### config.mk
export PLATFORM = sky130hd
export DESIGN_NAME = rx_host_ctrl
export DESIGN_NICKNAME = d
export VERILOG_FILES = /design/src/rtl/rx_host_ctrl.sv
export SDC_FILE = /design/constraint.sdc
export NUM_CORES = 1
export LEC_CHECK = 0
export CORE_ASPECT_RATIO = 1.75
export CORE_MARGIN = 2
export CORE_UTILIZATION = 49
export CTS_CLUSTER_SIZE = 28
export DETAILED_ROUTE_END_ITERATION = 10
export PLACE_DENSITY_LB_ADDON = 0.1
export SLEW_MARGIN = 20
export SYNTH_ARGS = -nofsm -noshare
export SYNTH_HDL_FRONTEND = slang
export SYNTH_SLANG_ARGS = --single-unit
### constraint.sdc
create_clock -name sampleClk -period 2.2 [get_ports sampleClk]
set_input_delay 0.44 -clock sampleClk [delete_from_list [all_inputs] [get_ports sampleClk]]
set_output_delay 0.44 -clock sampleClk [all_outputs]
set_load 0.1 [all_outputs]
### src/rtl/rx_host_ctrl.sv
// UART receive-side host controller: capture FSM feeding a show-ahead FIFO with sticky error flags.
// Optional build macro RX_HOST_ERR_DROP_EN: words captured with a framing error are discarded instead of queued.
module rx_host_ctrl #(
    parameter int wordSize  = 8,
    parameter int fifoDepth = 4
) (
    input  logic                         sampleClk,
    input  logic                         rst_b,
    input  logic [wordSize-1:0]          rxDatareg,
    input  logic                         received,
    input  logic                         error,
    input  logic                         halt,
    output logic                         notReady,
    output logic [wordSize-1:0]          hostData,
    output logic                         hostValid,
    input  logic                         hostReady,
    output logic [$clog2(fifoDepth):0]   fifoCount,
    output logic                         overrun,
    output logic                         frameErr,
    input  logic                         errClr
);

    localparam int ptrWidth = $clog2(fifoDepth);
    localparam int cntWidth = ptrWidth + 1;
    localparam logic [cntWidth-1:0] fullCount = cntWidth'(fifoDepth);

    typedef enum logic [1:0] {IDLE, STORE, HOLD} stateT;

    stateT                stateReg, stateNext;
    logic                 captureEn;
    logic                 armedReg;
    logic [wordSize-1:0]  wordReg;
    logic                 errReg;
    logic [wordSize-1:0]  memReg [fifoDepth];
    logic [ptrWidth-1:0]  wrPtrReg, rdPtrReg;
    logic [cntWidth-1:0]  countReg;
    logic                 overrunReg, frameErrReg;

    logic inStore, pop, push, pushPermitted, dropWord;
    logic overrunSet, frameErrSet;

    always_comb begin
        stateNext = stateReg;
        captureEn = 1'b0;
        case (stateReg)
            IDLE: begin
                // armedReg blocks a level left high across reset from counting as a new word
                if (received && armedReg) begin
                    stateNext = STORE;
                    captureEn = 1'b1;
                end
            end
            STORE: stateNext = HOLD;
            HOLD: begin
                if (!received) begin
                    stateNext = IDLE;
                end
            end
            default: stateNext = IDLE;
        endcase
    end

`ifdef RX_HOST_ERR_DROP_EN
    assign dropWord = errReg;
`else
    assign dropWord = 1'b0;
`endif

    assign inStore       = (stateReg == STORE);
    assign pop           = (countReg != '0) && hostReady;
    assign pushPermitted = (countReg != fullCount) || pop;
    assign push          = inStore && pushPermitted && !dropWord;
    assign overrunSet    = (inStore && !pushPermitted && !dropWord) || (halt && !notReady);
    assign frameErrSet   = inStore && errReg && (pushPermitted || dropWord);

    always_ff @(posedge sampleClk) begin
        if (!rst_b) begin
            stateReg    <= IDLE;
            armedReg    <= 1'b0;
            wordReg     <= '0;
            errReg      <= 1'b0;
            wrPtrReg    <= '0;
            rdPtrReg    <= '0;
            countReg    <= '0;
            overrunReg  <= 1'b0;
            frameErrReg <= 1'b0;
        end else begin
            stateReg <= stateNext;
            if (!received) begin
                armedReg <= 1'b1;
            end
            if (captureEn) begin
                wordReg <= rxDatareg;
                errReg  <= error;
            end
            if (push) begin
                wrPtrReg <= wrPtrReg + 1'b1;
            end
            if (pop) begin
                rdPtrReg <= rdPtrReg + 1'b1;
            end
            case ({push, pop})
                2'b10:   countReg <= countReg + 1'b1;
                2'b01:   countReg <= countReg - 1'b1;
                default: countReg <= countReg;
            endcase
            // a set event in the same cycle as errClr wins
            if (overrunSet) begin
                overrunReg <= 1'b1;
            end else if (errClr) begin
                overrunReg <= 1'b0;
            end
            if (frameErrSet) begin
                frameErrReg <= 1'b1;
            end else if (errClr) begin
                frameErrReg <= 1'b0;
            end
        end
    end

    // Storage is left unreset; occupancy alone decides what is visible.
    always_ff @(posedge sampleClk) begin
        if (rst_b && push) begin
            memReg[wrPtrReg] <= wordReg;
        end
    end

    assign hostValid = (countReg != '0);
    assign hostData  = hostValid ? memReg[rdPtrReg] : '0;
    assign notReady  = (countReg == fullCount);
    assign fifoCount = countReg;
    assign overrun   = overrunReg;
    assign frameErr  = frameErrReg;

endmodule

; ---- Yosys cells after proc, flatten, opt, wreduce, memory -nomap -nowiden
; Memory sizes are Yosys's and may differ from the RTL's. A register that Yosys moved wholly into a read port is not among the register bits.
; Cells that the tools add are included.
[op_classes]
n_addsub = 4
n_eq_ne = 8
muxes = 14
n_reduce_logical = 18
[op_table]
columns = cell, n
row1 = logical AND 1 bit, 8
row2 = two-way mux 2 bit, 4
row3 = two-way mux 8 bit, 1
row4 = two-way mux 1 bit, 7
row5 = case mux 2 bit (3 select lines), 1
row6 = case mux 3 bit (2 select lines), 1
row7 = nonzero test 2 bit, 3
row8 = "adder 2 x 1 -> 2 bit, second input constant", 2
row9 = "equality test 2 x 1 -> 1 bit, second input constant", 2
row10 = "equality test 2 bit, second input constant", 2
row11 = "!= test 2 bit, second input constant", 2
row12 = "adder 3 x 1 -> 3 bit, second input constant", 1
row13 = "equality test 3 bit, second input constant", 1
row14 = "!= test 3 bit, second input constant", 1
row15 = nonzero test 3 bit, 1
row16 = "subtractor 3 x 1 -> 3 bit, second input constant", 1
row17 = logical NOT 1 bit, 2
row18 = logical NOT 2 bit, 1
row19 = logical OR 1 bit, 2
row20 = AND reduction 2 bit, 1
[totals]
out_inout_bits = 15
inputBits = 15
elab_cells = 54
n_memories = 1
reg_bits = 21
mem_bits_rw = 32
[mem_list]
columns = memory, depth, word_bits, rd, rd_clocked_by_memory_dff, write_ports, line
row1 = memReg, 4, 8, 1, 1, 1, 34  ; logic [wordSize-1:0] memReg [fifoDepth];

; ---- Longest topological paths before layout
; Gate-level depths: netlist of run 1.
[depth]
depth_word = 7
ltp_mapped = 7
ltp_nobuf = 6

; ---- Least setup slack after synthesis of run 1
; No wires, ideal clock.
[synth_timing]
path_kind = reg2reg
startpoint = register countReg[2], in the netlist fifoCount[2]
endpoint = register countReg[2], in the netlist fifoCount[2]
stages_incl_launch_ff = 8
path_buffers = 1
setup_ns = 0.120
period_less_slack_ns = 3.827
path_slack_ns = -1.627
t_arrival_ns = 3.707
required_ns = 2.080
path_cell_list = dfxtp_1 > or3_1 > clkbuf_1 > nand3_1 > fa_1 > or3_1 > and3_1 > o31a_1
[synth_via]
elab_chain_cells = 6
elab_cells_between_ends = 11
classes_between = add/sub: 2 / eq/ne: 3 / mux: 1 / reduce/logical: 5
[synth_lines]
columns = item, line
row1 = from (decl), 36  ; logic [cntWidth-1:0] countReg;
row2 = from (signal assigned), 103  ; 2'b10: countReg <= countReg + 1'b1;
row3 = from (signal assigned), 104  ; 2'b01: countReg <= countReg - 1'b1;
row4 = from (signal assigned), 105  ; default: countReg <= countReg;
row5 = nonzero test 3 bit (*), n/a
row6 = net hostValid, 15  ; output logic hostValid,
row7 = logical AND 1 bit (*), 70  ; assign pop = (countReg != '0) && hostReady;
row8 = logical OR 1 bit, 71  ; assign pushPermitted = (countReg != fullCount) || pop;
row9 = logical AND 1 bit, 72  ; assign push = inStore && pushPermitted && !dropWord;
row10 = equality test 2 x 1 -> 1 bit or equality test 2 bit (tied branches), 102  ; case ({push, pop})
row11 = case mux 3 bit (2 select lines) or nonzero test 2 bit (tied branches), n/a
; Mark *: on every way through the listed nets, which the timed path passes. The rest lies on a longest branch.
; A chain may end at the register's enable or synchronous reset.

==> metrics.yaml, run 1 <==
clk_path_buf_depth: 2
power_density_nw_per_um2: 730
vias: 1369
ys_warn_count: 0
clock_latency_ns: 0.29
critPathTopFamily: "multiplexers"
slew_headroom_pct: 74.0
synth_nets: 189
fp.coreArea_um2: 4440
utilization_pct: 65.3
dp_hpwl_mm: 3.04
yosysTopAreaCellShare_pct: 42.2
crit_buf_inv: 2
cp_slowest_stage_delay_ns: 0.50
worstPathRequired_ns: 1.76
worstMarginPinSlew_ns: 0.389
run_status: "complete, no violations"
timing.fmax_mhz: 476
drtIter0Drc: 28
fill_cells: 338
cp_max_fo: 8
dpl-instance-area_um2: 2810
clock-sinks: 55
yosysSeqAreaShare_pct: 62.5
pre_cts_ws_ns: -0.0735
syn_avg_cell_area_um2: 13.5
firstDrtPassIters: 4
vias_per_cell: 5.29
min_period_ns: 2.10
r2r_cells: 6
grt.overflow.total: 0
synth_area_leader_cell: "edfxtp_1"
ir_drop_mv: 0.609
cpMaxStageDelayCell: "mux4_2"
worstPathArrival_ns: 1.66
drc: 0
die_w_um: 55.5
nNetsFinal: 227
min_period_over_period_pct: 95.5
ctsResizeCount: 0
start_util_pct: 51.2
final_area_um2: 2900
dieArea_um2: 5220
track_usage_pct: 16.3
cts.htree.levels: 2
path_cells: "buf_6 -> mux4_2 -> and2_1 -> buf_12"
path_clk_slew_ns: 0.09
r2r-start: "fifoCount[2]$_SDFFE_PN0P_"
placed_cells: 251
cellLeakagePower_uw: 0.00103
areaGrowthSynthToFinish_pct: 27.5
cts_setup_buffers: 0
setup_ws_ns: 0.0995
io_buffers: 29
cp-end-kind: "output pin"
r2r-end: "fifoCount[2]$_SDFFE_PN0P_"
hold_viol: 0
maxCapViolations: 0
wl_per_cell_um: 14.9
gp_congestion: 0.724
finalMaxSlewViolations: 0
worst-path-stages: 4
antenna_found_initial: 0
setup_viol: 0
num_rows: 32
die_h_um: 94.1
rrSetupSlack_ns: 0.29
syn_area_um2: 2270
drtAntennaViolNets: 0
cts_made_buffers: 5
hold-path-endpoint: "errReg$_SDFFE_PN0P_"
hold_depth: 2
layout-drive-gt1-share_pct: 24.0
critPathKind: "flip-flop to output pin"
yosysUniqueCellTypes: 32
antenna_cells: 0
finClkSkew_ns: 0.00435
fin_cells: 259
tns_ns: 0
grt_pass1_vias: 1384
ys_ff_latch: 55
synth_area_leaders: "edfxtp_1 (42%), dfxtp_1 (20%), mux4_2 (7.9%)"
cts_root_buf: "clkbuf_8"
grt_pass1_wl_mm: 6.58
rsz0062_at_grt: "false"
cts_tree: "done"
grt_max_degree: 19
syn-instance-count: 169
start_kind: "flip-flop"
cts_hold_buf: 0
min_from: "errReg$_SDFFE_PN0P_"
ios: 30
hold_path.class: "flip-flop to flip-flop"
routed_wl_mm: 3.86
[flip-flops by register name, summed over array words and instances, names as in the netlist, named ones only]
| name | flops |
|---|---|
| stateReg | 2 |
| wrPtrReg | 2 |
| rdPtrReg | 2 |
| memReg | 32 |
| armedReg | 1 |
| overrun | 1 |
| frameErr | 1 |
| fifoCount | 3 |
| errReg | 1 |
| wordReg | 8 |
[synth_stat cells]
cell      number
o31a_1         1
a21boi_0      12
nor2_1         1
fa_1           1
nand2b_1       1
inv_1          7
xor2_1         1
a31oi_2        1
nand4b_1       1
mux4_2         8
edfxtp_1      32
nand3b_1       1
or3_1          2
nand3_1        3
nor2b_1        4
a21oi_1        3
mux2i_1        3
nor4_1         1
buf_6          1
o211ai_1       1
nand2_1       22
and3_1         6
ha_1           4
o21ai_0        2
nor3b_2        1
clkbuf_1       5
xnor2_1        3
nand2b_4       1
buf_2          2
and2_1        14
a31o_2         1
dfxtp_1       23
[logic make-up after synthesis]
family,synth area share (%)
DFF,62.5
adders and majority gates,3.08
AOI/OAI and AO/OA,6.71
muxes,9.24
and+or+nand+nor,14.0
xor gates and xnor gates,1.54
buffers and inverters,2.92
[final cells by class]
class,count,area [µm²],area share (%)
Sequential cell,55,1430,49.4
Tap cell,51,63.8,2.20
Clock buffer,5,68.8,2.37
Multi-Input combinational cell,99,807,27.8
Inverter,7,26.3,0.906
Clock inverter,3,20.0,0.690
Timing Repair Buffer,39,482,16.6
[cell usage in the layout (no fill, tap or decap), types with 2 or more instances in the layout]
cell type / n
clkbuf_8: 5
and3_1: 6
dfxtp_1: 20
buf_4: 12
ha_1: 4
nand3_1: 2
a21oi_1: 3
xnor2_1: 3
buf_12: 12
and2_1: 14
inv_1: 7
edfxtp_1: 32
a21boi_0: 12
o21ai_0: 2
nand2_1: 22
clkdlybuf4s50_1: 14
mux2i_1: 3
dfxtp_4: 3
nor2b_1: 4
mux4_2: 8
[routing by layer]
layer	track usage, %	wire [µm]	share of wire (%)	vias up
li1	-	-	-	674
met3	2.48	97	2.5	2
met5	0	0	0	-
met4	6.71	29	0.75	0
met2	31.7	2290	59	23
met1	17.0	1450	37	670
[per-stage QoR]
stage / hold WS, ns / total power (µW)
final: 0.483 / 2120
after global routing: 0.520 / 2200
after CTS: 0.484 / 2140
after detailed placement: 0.469 / 1620
after global placement: 0.456 / 1620
after floorplan: 0.444 / 1490
[tightest hold or removal path, stage by stage, from the launching register on]
cell and delay (ns):
dfxtp_1 0.32, nand2_1 0.05, a21boi_0 0.07
[worst max-delay path by stage]
stage	end	slack, ns	from
2_1_floorplan	fifoCount[2]$_SDFFE_PN0P_	-0.04	fifoCount[2]$_SDFFE_PN0P_
3_3_place_gp	fifoCount[2]$_SDFFE_PN0P_	-0.02	hostReady
3_5_place_dp	fifoCount[2]$_SDFFE_PN0P_	-0.07	hostReady
4_1_cts	hostData[2]	0.03	flip-flop
5_1_grt	hostData[1]	0.007	flip-flop
6_report	hostData[0]	0.1	flip-flop
[power by group]
part,switching [µW],internal (µW)
sequential,25.2,1110
combinational,288,173
clock,299,222
(Power assumes the default switching activity.)
==> run 2: changes to the inputs <==
--- a/config.mk
+++ b/config.mk
@@ -5,9 +5,11 @@
 export SDC_FILE = /design/constraint.sdc
 export NUM_CORES = 1
 export LEC_CHECK = 0
+export ABC_AREA = 1
+export CAP_MARGIN = 20
 export CORE_ASPECT_RATIO = 1.75
 export CORE_MARGIN = 2
-export CORE_UTILIZATION = 49
+export CORE_UTILIZATION = 48
 export CTS_CLUSTER_SIZE = 28
 export DETAILED_ROUTE_END_ITERATION = 10
 export PLACE_DENSITY_LB_ADDON = 0.1
==> metrics.yaml, run 2 <==
run_status: "complete, no violations"  # unchanged
layout-drive-gt1-share_pct: 21.3  # was 24.0%
slew_headroom_pct: 67.2  # was 74.0%
clock-sinks: 55  # unchanged
cellLeakagePower_uw: 0.00111  # was 0.00103 µW
nNetsFinal: 282  # was 227
clock_latency_ns: 0.30  # was 0.29 ns
drtAntennaViolNets: 0  # unchanged
cpMaxStageDelayCell: "dfxtp_2"  # was mux4_2
async_flop_share_pct: 0  # unchanged
cp_slowest_stage_delay_ns: 0.42  # was 0.50 ns
finalMaxSlewViolations: 0  # unchanged
synth_nets: 244  # was 189
worstMarginPinSlew_ns: 0.487  # was 0.389 ns
maxCapViolations: 0  # unchanged
min_period_ns: 2.08  # was 2.10 ns
yosysMostFrequentCell: "nor2_1"  # was edfxtp_1
start_kind: "flip-flop"  # unchanged
areaGrowthSynthToFinish_pct: 30.6  # was 27.5%
p_comb_share_pct: 51.8  # was 21.8%
dp_hpwl_mm: 3.17  # was 3.04 mm
final_area_um2: 2920  # was 2900 µm²
wl_per_cell_um: 12.5  # was 14.9 µm
synth_edf_count: 32  # unchanged
synth-main-ff-cell: "edfxtp_1"  # unchanged
track_usage_pct: 17.1  # was 16.3%
ys_ff_latch: 55  # unchanged
firstDrtPassIters: 4  # unchanged
final_cell_mix: "nor2_1 (58), edfxtp_1 (32), o21ai_0 (29)"  # was edfxtp_1 (32), nand2_1 (22), dfxtp_1 (20)
r2r_cells: 10  # was 6
swShare_pct: 45.2  # was 28.9%
cts_hold_buf: 0  # unchanged
gp_congestion: 0.761  # was 0.724
ys_warn_count: 0  # unchanged
worstPathRequired_ns: 1.76  # about the same
path_clk_slew_ns: 0.09  # about the same
setup_viol: 0  # unchanged
grt_pass1_wl_mm: 6.91  # was 6.58 mm
io_buffers: 29  # unchanged
clk_path_buf_depth: 2  # unchanged
antenna_found_initial: 0  # unchanged
fin_total_pwr_uw: 3860  # was 2120 µW
finClkSkew_ns: 0.00419  # was 0.00435 ns
power_density_nw_per_um2: 1320  # was 730 nW/µm²
routed_wl_mm: 3.92  # was 3.86 mm
vias_per_cell: 4.96  # was 5.29
fp.coreArea_um2: 4440  # unchanged
cp_max_fo: 7  # was 8
cp-end-kind: "output pin"  # unchanged
timing.fmax_mhz: 480  # was 476 MHz
synth_area_leaders: "edfxtp_1 (43%), dfxtp_1 (21%), nor2_1 (9.7%)"  # was edfxtp_1 (42%), dfxtp_1 (20%), mux4_2 (7.9%)
r2r-end: "fifoCount[2]$_SDFFE_PN0P_"  # unchanged
critPathKind: "flip-flop to output pin"  # unchanged
vias: 1558  # was 1,369
drc: 0  # unchanged
cts_setup_buffers: 0  # unchanged
critPathTopFamily: "flip-flops"  # was multiplexers
syn-instance-count: 224  # was 169
hold_viol: 0  # unchanged
drtIter0Drc: 18  # was 28
hold_path.class: "flip-flop to flip-flop"  # unchanged
cts_made_buffers: 5  # unchanged
grt_max_degree: 19  # unchanged
synth_area_leader_cell: "edfxtp_1"  # unchanged
largest_reg_flops: 32  # unchanged
cts_tree: "done"  # unchanged
grt_pass1_vias: 1596  # was 1,384
p_int_uw: 2110  # was 1500 µW
die_h_um: 94.4  # was 94.1 µm
yosysUniqueCellTypes: 23  # was 32
yosysSeqAreaShare_pct: 63.5  # was 62.5%
start_util_pct: 50.4  # was 51.2%
utilization_pct: 65.8  # was 65.3%
dpl-instance-area_um2: 2810  # about the same
antenna_cells: 0  # unchanged
crit_buf_inv: 2  # unchanged
switching_power_uw: 1740  # was 612 µW
die_w_um: 55.6  # was 55.5 µm
pwr-share-seq_pct: 31.6  # was 53.6%
yosysTopAreaCellShare_pct: 42.9  # was 42.2%
crit_path_end: "hostData[5]"  # was hostData[0]
cts.htree.levels: 2  # unchanged
r2r-start: "fifoCount[0]$_SDFFE_PN0P_"  # was fifoCount[2]$_SDFFE_PN0P_
top_register: "memReg"  # unchanged
path_common_cell: "nor2_1"
fill_cells: 348  # was 338
ios: 30  # unchanged
num_rows: 32  # unchanged
min_period_over_period_pct: 94.6  # was 95.5%
final_common_cell: "nor2_1"  # was edfxtp_1
worst-path-stages: 6  # was 4
ys_top_cells_by_count: "nor2_1 (58), edfxtp_1 (32), o21ai_0 (29)"  # was edfxtp_1 (32), dfxtp_1 (23), nand2_1 (22)
rsz0062_at_grt: "false"  # unchanged
grt.overflow.total: 0  # unchanged
ir_drop_mv: 1.18  # was 0.609 mV
syn_avg_cell_area_um2: 10.0  # was 13.5 µm²
rrSetupSlack_ns: 0.59  # was 0.29 ns
syn_area_um2: 2240  # was 2270 µm²
cts_root_buf: "clkbuf_8"  # unchanged
clkPwrFrac_pct: 16.6  # was 24.6%
min_from: "errReg$_SDFFE_PN0P_"  # unchanged
dieArea_um2: 5250  # was 5220 µm²
worstPathArrival_ns: 1.64  # was 1.66 ns
path_cells: "buf_4 -> nor2_1 -> nor2_1 -> o21ai_0 -> a21oi_4 -> buf_12"  # was buf_6 -> mux4_2 -> and2_1 -> buf_12
-- run 2: cell families after synthesis --
| logic type | Yosys count | share of synthesized area (%) |
|---|---|---|
| flip-flops | 55 | 63.5 |
| AND/OR/NAND/NOR | 86 | 17.0 |
| adder cells (fa/ha/maj) | 5 | 3.13 |
| buffers and inverters | 32 | 5.98 |
| AO/OA/AOI/OAI | 46 | 10.4 |
-- run 2: worst min path at each step --
stage	to	slack, ns	cells after the start
global route	errReg$_SDFFE_PN0P_	0.48	2
detailed placement	armedReg$_SDFFE_PN0N_	0.45	2
global placement	errReg$_SDFFE_PN0P_	0.44	2
CTS	errReg$_SDFFE_PN0P_	0.46	2
finish	errReg$_SDFFE_PN0P_	0.45	2
floorplan	errReg$_SDFFE_PN0P_	0.42	2
-- run 2: per-layer routing --
| layer | vias up | global-route usage, % | routed length [µm] |
|---|---|---|---|
| met4 | 0 | 10.6 | 154 |
| met5 | - | 0 | 0 |
| met1 | 689 | 17.0 | 1440 |
| met3 | 14 | 2.33 | 138 |
| met2 | 40 | 32.6 | 2190 |
| li1 | 815 | - | - |
-- run 2: final cells by class --
class | count | area (µm²) | share of cell area, %
Clock buffer | 6 | 72.6 | 2.48
Clock inverter | 2 | 37.5 | 1.28
Inverter | 25 | 100 | 3.42
Multi-Input combinational cell | 137 | 783 | 26.8
Sequential cell | 55 | 1430 | 49.0
Tap cell | 51 | 63.8 | 2.18
Timing Repair Buffer | 38 | 433 | 14.8
-- run 2: timing repair --
item	4_1_cts	5_1_grt
endpoints found under the hold margin	0	0
setup endpoints to repair	1	0
gates resized for setup	1	0
-- run 2: power groups by stage --
stage,registers [µW],clock network (µW),logic (µW)
after floorplan,1370,0,1300
after global placement,1240,0,2000
after detailed placement,1240,0,2010
after CTS,1220,658,2010
after global routing,1230,696,2090
final,1220,641,2000
-- run 2: metrics by stage --
| step | hold WS (ns) | std cells | setup TNS, ns | worst slack, ns |
|---|---|---|---|---|
| detailed placement | 0.446 | 306 | 0 | 0.0508 |
| global placement | 0.440 | 306 | 0 | 0.0912 |
| global route | 0.477 | 314 | 0 | 0.0616 |
| finish | 0.451 | 314 | 0 | 0.118 |
| CTS | 0.459 | 314 | 0 | 0.114 |
| floorplan | 0.424 | 224 | -0.498 | -0.0622 |
-- run 2: worst register-to-register path: stages (launching register included) --
cell     delay, ns
dfxtp_4       0.37
nor2_4        0.06
nand2_8       0.09
nand2_4       0.06
inv_1         0.08
nand2_2       0.08
fa_1          0.39
inv_1         0.06
nand4_1       0.10
a21oi_1       0.15
nor2_1        0.06
==> run 3: changes to the inputs <==
--- a/config.mk
+++ b/config.mk
@@ -12,6 +12,7 @@
 export CORE_UTILIZATION = 48
 export CTS_CLUSTER_SIZE = 28
 export DETAILED_ROUTE_END_ITERATION = 10
+export GPL_TIMING_DRIVEN = 1
 export PLACE_DENSITY_LB_ADDON = 0.1
 export SLEW_MARGIN = 20
 export SYNTH_ARGS = -nofsm -noshare
==> results of run 3 <==
No change in the layout: final DEF, timing and power equal those of run 2.
